<file path="config.mk">
export PLATFORM = sky130hd
export DESIGN_NAME = symbol_deserializer
export DESIGN_NICKNAME = d
export VERILOG_FILES = /design/src/rtl/symbol_deserializer.sv
export SDC_FILE = /design/constraint.sdc
export NUM_CORES = 1
export LEC_CHECK = 0
export ABC_CLOCK_PERIOD_IN_PS = 4900
export CAP_MARGIN = 20
export CORE_ASPECT_RATIO = 1.4
export CORE_UTILIZATION = 59
export DETAILED_ROUTE_END_ITERATION = 12
export GPL_ROUTABILITY_DRIVEN = 0
export PLACE_DENSITY = 0.88
export SYNTH_ARGS = -nofsm -noshare
export SYNTH_HDL_FRONTEND = slang
export SYNTH_SLANG_ARGS = --single-unit
</file>
<file path="constraint.sdc">
create_clock -name clk -period 4.9 [get_ports clk]
set_clock_uncertainty 0.15 [all_clocks]
set_input_delay 0.49 -clock clk [delete_from_list [all_inputs] [get_ports clk]]
set_output_delay 0.49 -clock clk [all_outputs]
set_load 0.01 [all_outputs]
</file>
<file path="src/rtl/symbol_deserializer.sv">
// Symbol deserializer: packs a framed serial bitstream into SYM_W-bit symbols
// and buffers them in a small FIFO presented with a valid/ready handshake.
module symbol_deserializer #(
   parameter int unsigned SYM_W      = 3,
   parameter int unsigned FIFO_DEPTH = 4,
   parameter bit          MSB_FIRST  = 1'b1
) (
   input  logic                          clk,
   input  logic                          reset,
   input  logic                          serial_in,
   input  logic                          serial_valid,
   input  logic                          frame_start,
   input  logic                          out_ready,
   output logic [SYM_W-1:0]              data,
   output logic                          data_valid,
   output logic [$clog2(FIFO_DEPTH):0]   fifo_level,
   output logic                          misalign,
   output logic                          overflow
);

   localparam int unsigned PTR_W = $clog2(FIFO_DEPTH);
   localparam int unsigned LVL_W = PTR_W + 1;
   localparam int unsigned CNT_W = $clog2(SYM_W + 1);

   localparam logic [CNT_W-1:0] CNT_FULL = CNT_W'(SYM_W);
   localparam logic [LVL_W-1:0] LVL_FULL = LVL_W'(FIFO_DEPTH);

   typedef enum logic {
      StUnsync,
      StActive
   } state_e;

   // Framing state
   state_e             state_q, state_d;
   logic [CNT_W-1:0]   cnt_q, cnt_d;
   logic [SYM_W-1:0]   shift_q, shift_d;
   logic               misalign_q, misalign_d;
   logic               shifted;
   logic               push;
   logic [SYM_W-1:0]   push_sym;

   // FIFO state
   logic [SYM_W-1:0]   mem [FIFO_DEPTH];
   logic [PTR_W-1:0]   wr_ptr_q, rd_ptr_q;
   logic [LVL_W-1:0]   level_q, level_d;
   logic [SYM_W-1:0]   hold_q;
   logic               overflow_q;
   logic               full, empty, pop, wr_en;

   // Inserts one serial bit into a partially assembled symbol. After SYM_W
   // insertions the first bit sits at the MSB (MSB_FIRST) or at bit 0.
   function automatic logic [SYM_W-1:0] shift_in(input logic [SYM_W-1:0] base,
                                                  input logic             b);
      logic [SYM_W:0] tmp;
      if (MSB_FIRST) begin
         tmp = {base, b};
         return tmp[SYM_W-1:0];
      end else begin
         tmp = {b, base};
         return tmp[SYM_W:1];
      end
   endfunction

   // Framing FSM: next state, bit counter, shift register and symbol push
   always_comb begin
      state_d    = state_q;
      cnt_d      = cnt_q;
      shift_d    = shift_q;
      misalign_d = 1'b0;
      shifted    = 1'b0;
      push       = 1'b0;
      push_sym   = shift_q;
      if (serial_valid) begin
         unique case (state_q)
            StUnsync: begin
               if (frame_start) begin
                  state_d = StActive;
                  shift_d = shift_in('0, serial_in);
                  cnt_d   = CNT_W'(1);
                  shifted = 1'b1;
               end
            end
            StActive: begin
               shifted = 1'b1;
               if (frame_start) begin
                  // Any partial bits are thrown away; this bit restarts the symbol
                  misalign_d = (cnt_q != '0);
                  shift_d    = shift_in('0, serial_in);
                  cnt_d      = CNT_W'(1);
               end else begin
                  shift_d = shift_in(shift_q, serial_in);
                  cnt_d   = cnt_q + CNT_W'(1);
               end
            end
            default: ;
         endcase
      end
      if (shifted && (cnt_d == CNT_FULL)) begin
         push     = 1'b1;
         push_sym = shift_d;
         cnt_d    = '0;
         shift_d  = '0;
      end
   end

   // Framing state register
   always_ff @(posedge clk or posedge reset) begin
      if (reset) begin
         state_q    <= StUnsync;
         cnt_q      <= '0;
         shift_q    <= '0;
         misalign_q <= 1'b0;
      end else begin
         state_q    <= state_d;
         cnt_q      <= cnt_d;
         shift_q    <= shift_d;
         misalign_q <= misalign_d;
      end
   end

   assign full  = (level_q == LVL_FULL);
   assign empty = (level_q == '0);
   assign pop   = !empty && out_ready;
   // A full FIFO still accepts a push when the head leaves in the same cycle
   assign wr_en = push && (!full || pop);

   // FIFO occupancy counter next state
   always_comb begin
      level_d = level_q;
      if (wr_en && !pop) begin
         level_d = level_q + LVL_W'(1);
      end else if (pop && !wr_en) begin
         level_d = level_q - LVL_W'(1);
      end
   end

   // FIFO storage; contents are only observed while the entry is valid
   always_ff @(posedge clk) begin
      if (wr_en) begin
         mem[wr_ptr_q] <= push_sym;
      end
   end

   // FIFO pointers, level, sticky overflow and last-popped hold value
   always_ff @(posedge clk or posedge reset) begin
      if (reset) begin
         wr_ptr_q   <= '0;
         rd_ptr_q   <= '0;
         level_q    <= '0;
         hold_q     <= '0;
         overflow_q <= 1'b0;
      end else begin
         level_q <= level_d;
         if (wr_en) begin
            wr_ptr_q <= wr_ptr_q + PTR_W'(1);
         end
         if (pop) begin
            rd_ptr_q <= rd_ptr_q + PTR_W'(1);
            hold_q   <= mem[rd_ptr_q];
         end
         if (push && !wr_en) begin
            overflow_q <= 1'b1;
         end
      end
   end

   assign data       = empty ? hold_q : mem[rd_ptr_q];
   assign data_valid = !empty;
   assign fifo_level = level_q;
   assign misalign   = misalign_q;
   assign overflow   = overflow_q;

endmodule

</file>
# Yosys cells after proc, flatten, opt, wreduce, memory -nomap -nowiden
# Memories as Yosys holds them, arrays and structs flattened.
# Index checks and enable logic that the tools add are counted.
[word_totals]
ff_bits = 18
latch_bits = 0
ramBits = 12
romBits = 0
in_bits = 6
word_cells = 56
memories = 1
[op_classes]
add_sub_neg = 5
multipliers = 0
n_div = 0
order_cmp = 0
eq_ne = 2
shifts = 0
mux = 24
n_bitwise = 1
reduce_logical = 14
[memory_table]
columns = ["memory", "depth", "word_bits", "rd", "rd_ports_with_merged_regs", "wr", "line_no", "source"]
rows = [
  ["mem", 4, 3, 1, 0, 1, "43", "logic [SYM_W-1:0] mem [FIFO_DEPTH];"],
]
[ops]
columns = ["cell", "n"]
rows = [
  ["2-to-1 mux 3 bit", 8],
  ["2-to-1 mux 1 bit", 9],
  ["2-to-1 mux 2 bit", 4],
  ["adder 2 x 1 -> 2 bit, second input constant", 3],
  ["logical AND 1 bit", 6],
  ["case mux 3 bit (2 select lines)", 1],
  ["logical NOT 1 bit", 4],
  ["case mux 2 bit (2 select lines)", 1],
  ["nonzero test 2 bit", 2],
  ["adder 3 x 1 -> 3 bit, second input constant", 1],
  ["== test 3 bit, second input constant", 1],
  ["logical NOT 3 bit", 1],
  ["subtractor 3 x 1 -> 3 bit, second input constant", 1],
  ["== test 2 bit, second input constant", 1],
  ["case mux 1 bit (2 select lines)", 1],
  ["logical OR 1 bit", 1],
  ["NOT 1 bit", 1],
]

# Depth between registers and ports, before layout
# Gate-level depths: netlist (run 1).
[depth]
depth_word = 12
ltp_mapped = 10
depth_no_buf = 10

# Worst setup path before layout (run 1)
# Ideal clock, no wire load.
[synth_path]
path_type = "register to register"
start = "register cnt_q[0]"
end = "register level_q[2], in the netlist fifo_level[2]"
setup_time_ps = 79
arrival_time_ps = 2267
required_ps = 4671
setup_slack_ps = 2404
path_stages_with_launch = 11
cell_sequence = "dfrtp_1 inv_1 ha_1 nand2b_4 nor4_4 ha_1 inv_1 fa_1 xor2_1 nor2_1 xor2_1"
[synth_between]
elab_chain_len = 11
[synth_lines]
columns = ["element", "line_no", "source"]
rows = [
  ["start: declaration", "35", "logic [CNT_W-1:0] cnt_q, cnt_d;"],
  ["start signal: assignment", "115", "cnt_q <= cnt_d;"],
  ["adder 2 x 1 -> 2 bit", "92", "cnt_d = cnt_q + CNT_W'(1);"],
  ["2-to-1 mux 2 bit", "85", "if (frame_start) begin"],
  ["case mux 2 bit (2 select lines)", "74", "unique case (state_q)"],
  ["2-to-1 mux 2 bit (*)", "73", "if (serial_valid) begin"],
  ["== test 2 bit (*)", "98", "if (shifted && (cnt_d == CNT_FULL)) begin"],
  ["logical AND 1 bit (*)", "98", ""],
  ["2-to-1 mux 1 bit (*)", "98", ""],
  ["logical AND 1 bit (*)", "125", "assign wr_en = push && (!full || pop);"],
  ["via wr_en", "48", "logic full, empty, pop, wr_en;"],
  ["logical NOT 1 bit", "132", "end else if (pop && !wr_en) begin"],
  ["logical AND 1 bit", "132", ""],
  ["nonzero test 2 bit (no line)", "--", ""],
  ["end signal: assignment", "153", "level_q <= level_d;"],
  ["end: declaration", "45", "logic [LVL_W-1:0] level_q, level_d;"],
]
# Mark *: on every way through the listed nets, which the timed path passes. The rest lies on a longest branch.
# A chain may end at the register's enable or synchronous reset.

# Final worst setup path (run 1)
# Ends and elaborated chain as after synthesis.

==> flow_summary_export.csv, run 1 <==
group,metric,value,unit
run_status,outcome,"complete, no violations",
clocking,post_cts_buffers,0,
critical_path,timing.critical_path.buf_inv,2,
logic_synthesis,seq_area_frac_synth,0.541,
die,dieArea,2750,sq um
detailed_routing,wl_per_cell,14.6,um
critical_path,crit_chain,"inv_1 > ha_1 > nand2b_4 > nor4_4 > ha_1 > inv_1 > fa_1 > xor2_1 > nor2_1 > xor2_1",
critical_path,crit_required,5.01,ns
finish,syn2layout_area_growth,15.2,%
clocking,hold_buffers,0,
critical_path,critical_path_depth,10,
clocking,cts.sinks,30,
placed_design,dp.cells,149,
clocking,clk_path_buf_depth,2,
finish,drive_above_1_share,0.187,
logic_synthesis,syn_area,1500,sq um
sta,max_slew_margin,0.555,
clocking,cts_tree,"yes",
die,die_h,61.6,um
sta,final-hold-violation-count,0,
critical_path,worst_r2r_path_depth,10,
critical_path,slowest_delay,0.53,ns
sta,fin_tns_setup,0,ns
die,start_util,0.627,
sta,setup_viol_count_final,0,
detailed_routing,drcViolationCount,0,
clocking,ctsResizeCount,0,
power,leakage,0.701,nW
critical_path,crit_family,"adder cells",
sta,final_max_slew_viol_count,0,
finish,antenna_cells,0,
critical_path,critPathKind,"reg2reg",
detailed_routing,wl,2290,um
power,ir_drop,280,uV
die,ios,15,
grt,grt_pass1_vias,814,
clocking,clk_pin_slew,0.09,ns
critical_path,arrival,2.89,ns
detailed_routing,first_iter_violations,25,
clocking,clk_latency,0.33,ns
grt,use_met1,0.246,
logic_synthesis,synth_cell_types,33,
logic_synthesis,avgSynthCellArea,14.1,sq um
clocking,cts_buffers,5,
clocking,clockRootBuffer,"clkbuf_4",
logic_synthesis,yosysWarnings,0,
grt,grt_use_met2,0.342,
finish,fill_cells,167,
die,rows,21,
sta,worst_pin_slew,0.667,ns
power,powerDensity,519,nW/um^2
worst_hold_path,hold_path_class,"reg2reg",
grt,met3_usage,0.0704,
sta,fmax,360,MHz
detailed_routing,via_per_inst,5.29,
critical_path,cp-end-kind,"flip-flop",
grt,grt_pass1_wl,3860,um
grt,grt-busiest-layer,"met2",
logic_synthesis,synth-seq-cells,30,
finish,stdcell_count,157,
detailed_routing,ant_nets,0,
detailed_routing,num_vias,830,
placed_design,portBuffers,14,
flow_run,cap_violations,0,
sta,fin_crit,2.78,ns
grt,track_usage,0.209,
critical_path,path_max_fanout,7,
placed_design,hpwl,1680,um
critical_path,startpoint_type,"flip-flop",
die,fp.dieW,44.6,um
critical_path,slowest_stage,"dfrtp_1",
grt,grt_overflow,0,
logic_synthesis,syn_nets,119,
finish,nets,135,
sta,finalCritPeriodShare,0.568,
worst_hold_path,worstHoldPathCells,1,
logic_synthesis,synth_cells,106,
die,core,2390,sq um
detailed_routing,dr.pass1.iters,4,
grt,grt_antenna_before_repair,0,
clocking,cts_max_level,2,
grt,grt_start_max_net_pins,19,
sta,rsz0062_at_grt,"no",
-- synth_stat cells --
cell      count  share of area
o21ai_1       1         0.0033
nand3_1       3          0.010
a21oi_1       2         0.0067
mux2_1        3          0.023
o22a_1        1         0.0058
fa_1          1          0.013
xnor2_1       4          0.023
or3_1         1         0.0042
inv_1         6          0.015
buf_2         3          0.010
nor4b_2       1          0.010
nor2_1        2         0.0050
dfrtp_1      18           0.30
nor3b_1       2          0.010
nor3_4        1          0.011
nand2_4       2          0.015
nand2_1       3         0.0075
edfxtp_1     12           0.24
xor2_1        2          0.012
nand2b_1      4          0.017
o21ai_0       1         0.0033
and2_1        4          0.017
ha_1          6          0.050
nor2b_1       2         0.0083
mux2_4        4          0.040
mux4_2        3          0.045
buf_4         2          0.010
nor4_4        1          0.014
mux2i_1       1         0.0067
a21o_1        4          0.020
nand2b_4      1         0.0092
o22ai_1       1         0.0042
mux2_2        4          0.030
-- flip-flops by register name, indices dropped and copies added, names as in the netlist --
name	count
mem	12
overflow	1
wr_ptr_q	2
fifo_level	3
hold_q	3
rd_ptr_q	2
shift_q	3
misalign	1
cnt_q	2
state_q	1
-- placed cells by master, fill, tap and decap left out, drive strengths merged, types with 4 or more instances in the layout --
master / count
dfrtp: 18
clkdlybuf4s50: 14
edfxtp: 12
mux2: 11
inv: 6
ha: 6
clkbuf: 6
nand2b: 5
nand2: 5
xnor2: 4
a21o: 4
and2: 4
-- area by class of cell --
type                       count  area, sq um  share of cell area
sequential                    30          811               0.470
multi-input combinational     65          636               0.368
timing repair buffer          14          140              0.0812
tap                           34         42.5              0.0246
clock buffer                   6         41.3              0.0239
clock inverter                 2         33.8              0.0196
inverter                       6         22.5              0.0130
-- per-stage QoR --
step           utilization  hold slack (ns)  total power [mW]  instance area [sq um]  worst slack [ns]
2_1_floorplan            -            0.279             0.601                   1500              2.40
3_3_place_gp         0.691            0.290             0.699                   1650              1.98
3_5_place_dp         0.691            0.305             0.717                   1650              1.84
4_1_cts              0.722            0.322             0.908                   1730              2.10
5_1_grt              0.722            0.346             0.959                   1730              1.94
6_report             0.722            0.312             0.896                   1730              2.12
-- cell families after synthesis --
logic type	Yosys count	share of synthesized area
buffers and inverters	11	0.0351
xor gates and xnor gates	6	0.0351
muxes	15	0.144
and+or+nand+nor	27	0.138
adders and majority gates	7	0.0634
AOI/OAI and AO/OA	10	0.0434
DFF	30	0.541
-- report_power, final --
part / total (mW) / internal, mW / leakage [nW] / switching [mW]
Clock: 0.188 / 0.106 / 0.0399 / 0.0815
Combinational: 0.326 / 0.198 / 0.335 / 0.128
Sequential: 0.382 / 0.322 / 0.326 / 0.0601
Total: 0.896 / 0.626 / 0.701 / 0.270
-- final timing paths --
path | start | slack [ns] | end
max | cnt_q[0] | 2.12 | fifo_level[2]
min | overflow | 0.31 | overflow
max reg2reg | cnt_q[0] | 2.12 | fifo_level[2]
min reg2reg | overflow | 0.31 | overflow
max in group asynchronous | reset | 3.77 | shift_q[2]
min in group asynchronous | reset | 0.40 | wr_ptr_q[1]
-- metal layers --
layer	up-vias	share of wire
met3	6	0.038
met2	21	0.53
met5	-	0
li1	402	-
met1	401	0.40
met4	0	0.025
(Power assumes the default switching activity.)
==> run 2, diff against run 1 <==
==> config.mk (replaced) <==
export PLATFORM = sky130hd
export DESIGN_NAME = symbol_deserializer
export DESIGN_NICKNAME = d
export VERILOG_FILES = /design/src/rtl/symbol_deserializer.sv
export SDC_FILE = /design/constraint.sdc
export NUM_CORES = 1
export LEC_CHECK = 0
export ABC_CLOCK_PERIOD_IN_PS = 2690
export CAP_MARGIN = 20
export CORE_ASPECT_RATIO = 1.4
export CORE_UTILIZATION = 55
export DETAILED_ROUTE_END_ITERATION = 12
export GPL_ROUTABILITY_DRIVEN = 0
export PLACE_DENSITY = 0.83
export SYNTH_ARGS = -nofsm -noshare
export SYNTH_HDL_FRONTEND = slang
export SYNTH_SLANG_ARGS = --single-unit
==> constraint.sdc (replaced) <==
create_clock -name clk -period 2.69 [get_ports clk]
set_clock_uncertainty 0.15 [all_clocks]
set_input_delay 0.269 -clock clk [delete_from_list [all_inputs] [get_ports clk]]
set_output_delay 0.269 -clock clk [all_outputs]
set_load 0.01 [all_outputs]
==> run 2 against run 1 <==
  * Via count rose by 3.6%
  * Clock power up 140%
  * Die area is 7.0% higher
  * Final cell count rose by 3.8%
  * Worst setup slack lost 2.0 ns
  * Register-to-register slack got worse by 1.9 ns
  * Power increased by 94%
  * Clock-buffer cell count down 1
  * Cell area rose by 3.4%
  * Non-clock buffer count increased by 4
  * Global-route usage fell by 2.0 points
  * Combinational power up 86%
==> flow_summary_export.csv, run 2 (synthesis results as in run 1) <==
group,metric,value,unit
run_status,outcome,"complete, no violations",
sta,max_slew_margin,0.554,
placed_design,portBuffers,14,
clocking,cts_buffers,5,
power,leakage,0.733,nW
power,netSwitchingPower,0.503,mW
grt,grt_start_max_net_pins,19,
die,ios,15,
grt,grt_pass1_vias,857,
detailed_routing,via_per_inst,5.28,
clocking,ctsResizeCount,0,
die,core,2620,sq um
detailed_routing,wl_per_cell,14.3,um
finish,syn2layout_area_growth,19.1,%
clocking,cts_tree,"yes",
sta,setup_viol_count_final,0,
sta,fmax,389,MHz
critical_path,crit_required,2.27,ns
finish,largest_register_ff_count,12,
detailed_routing,num_vias,860,
grt,grt_pass1_wl,3750,um
grt,grt_overflow,0,
placed_design,hpwl,1730,um
power,power_frac_clock,0.253,
die,die_h,63.8,um
sta,fin_ws,0.117,ns
finish,stdcell_count,163,
detailed_routing,wl,2340,um
sta,finalCritPeriodShare,0.956,
power,powerDensity,976,nW/um^2
finish,regMostFlops,"mem",
clocking,clk_latency,0.33,ns
critical_path,cp-startpoint,"rd_ptr_q[0]",
finish,post-route-util,0.683,
power,seqPwrFrac,0.399,
critical_path,critPathKind,"reg2out",
finish,fill_cells,179,
sta,worst_pin_slew,0.668,ns
clocking,clockRootBuffer,"clkbuf_4",
finish,drive_above_1_share,0.220,
detailed_routing,first_iter_violations,11,
clocking,post_cts_buffers,0,
sta,fin_tns_setup,0,ns
critical_path,startpoint_type,"flip-flop",
clocking,cts_max_level,2,
power,switching_share,0.289,
worst_hold_path,hold_path_class,"in2async",
finish,layout_common_cells,"dfrtp_1 (18), clkdlybuf4s50_1 (14), edfxtp_1 (12)",
finish,mostFrequentLayoutCell,"dfrtp_1",
die,fp.dieW,46.1,um
clocking,cts.sinks,30,
detailed_routing,ant_nets,0,
critical_path,cp-end-kind,"primary output",
critical_path,worst_r2r_path_depth,8,
sta,rsz0062_at_grt,"no",
placed_design,place_ws,0.174,ns
finish,nets,139,
clocking,clk_path_buf_depth,2,
die,dieArea,2940,sq um
clocking,hold_buffers,0,
detailed_routing,drcViolationCount,0,
die,rows,22,
power,p_comb_frac,0.348,
power,ir_drop,677,uV
critical_path,r2r-start,"fifo_level[0]",
sta,final_max_slew_viol_count,0,
critical_path,arrival,2.15,ns
grt,track_usage,0.190,
sta,whs,0.202,ns
power,internal_power,1.24,mW
finish,antenna_cells,0,
flow_run,cap_violations,0,
sta,final-hold-violation-count,0,
sta,fin_crit,2.57,ns
die,start_util,0.573,
grt,grt_antenna_before_repair,0,
critical_path,worstReg2RegEnd,"fifo_level[2]",
placed_design,dp.cells,155,
critical_path,path_max_fanout,5,
detailed_routing,dr.pass1.iters,4,
clocking,clk_pin_slew,0.10,ns
critical_path,regToRegSetupSlack,0.25,ns
run 2: changes by cell type in the layout (fill, tap and decap cells not counted):
cell and delta:
buf_4 +4, bufinv_16 +1, clkbuf_1 -1
run 2: power groups by stage:
stage / logic (mW) / clock network, mW / registers, mW
after detailed placement: 0.607 / 0 / 0.707
after CTS: 0.614 / 0.453 / 0.699
after floorplan: 0.409 / 0 / 0.685
final: 0.606 / 0.442 / 0.695
after global routing: 0.666 / 0.471 / 0.714
after global placement: 0.581 / 0 / 0.698
run 2: worst max-delay path by stage:
stage	end	slack [ns]
finish	data[0]	0.12
global route	data[2]	0.05
CTS	data[0]	0.09
detailed placement	fifo_level[2]	0.17
global placement	fifo_level[2]	0.24
floorplan	fifo_level[2]	0.19
run 2: metal layers:
metal | global-route usage | up-vias | part of all wire
li1 | - | 411 | -
met1 | 0.190 | 417 | 0.39
met2 | 0.306 | 22 | 0.52
met3 | 0.0706 | 10 | 0.045
met4 | 0.132 | 0 | 0.040
met5 | 0 | - | 0
run 2: worst max-delay path, stage by stage, from the launching register on:
cell and delay [ns]:
dfrtp_1 0.51, mux4_2 0.56, mux2_2 0.27, clkdlybuf4s50_1 0.48
run 2: final cells by class:
cell class                 instances  area, sq um  area share
sequential                        30          811       0.454
multi-input combinational         65          636       0.356
timing repair buffer              18          170      0.0953
clock inverter                     3         63.8      0.0357
tap                               36         45.0      0.0252
clock buffer                       5         37.5      0.0210
inverter                           6         22.5      0.0126
run 2: through the flow:
step | instance area, sq um | power, mW
final | 1790 | 1.74
after global routing | 1790 | 1.85
after CTS | 1790 | 1.77
after detailed placement | 1680 | 1.31
after global placement | 1680 | 1.28
after floorplan | 1500 | 1.09
==> run 3, diff against run 2 <==
--- a/config.mk
+++ b/config.mk
@@ -12,6 +12,7 @@
 export DETAILED_ROUTE_END_ITERATION = 12
 export GPL_ROUTABILITY_DRIVEN = 0
 export PLACE_DENSITY = 0.83
+export SLEW_MARGIN = 30
 export SYNTH_ARGS = -nofsm -noshare
 export SYNTH_HDL_FRONTEND = slang
 export SYNTH_SLANG_ARGS = --single-unit
==> results of run 3 <==
The final DEF is identical to that of run 2; final timing and power are the same.
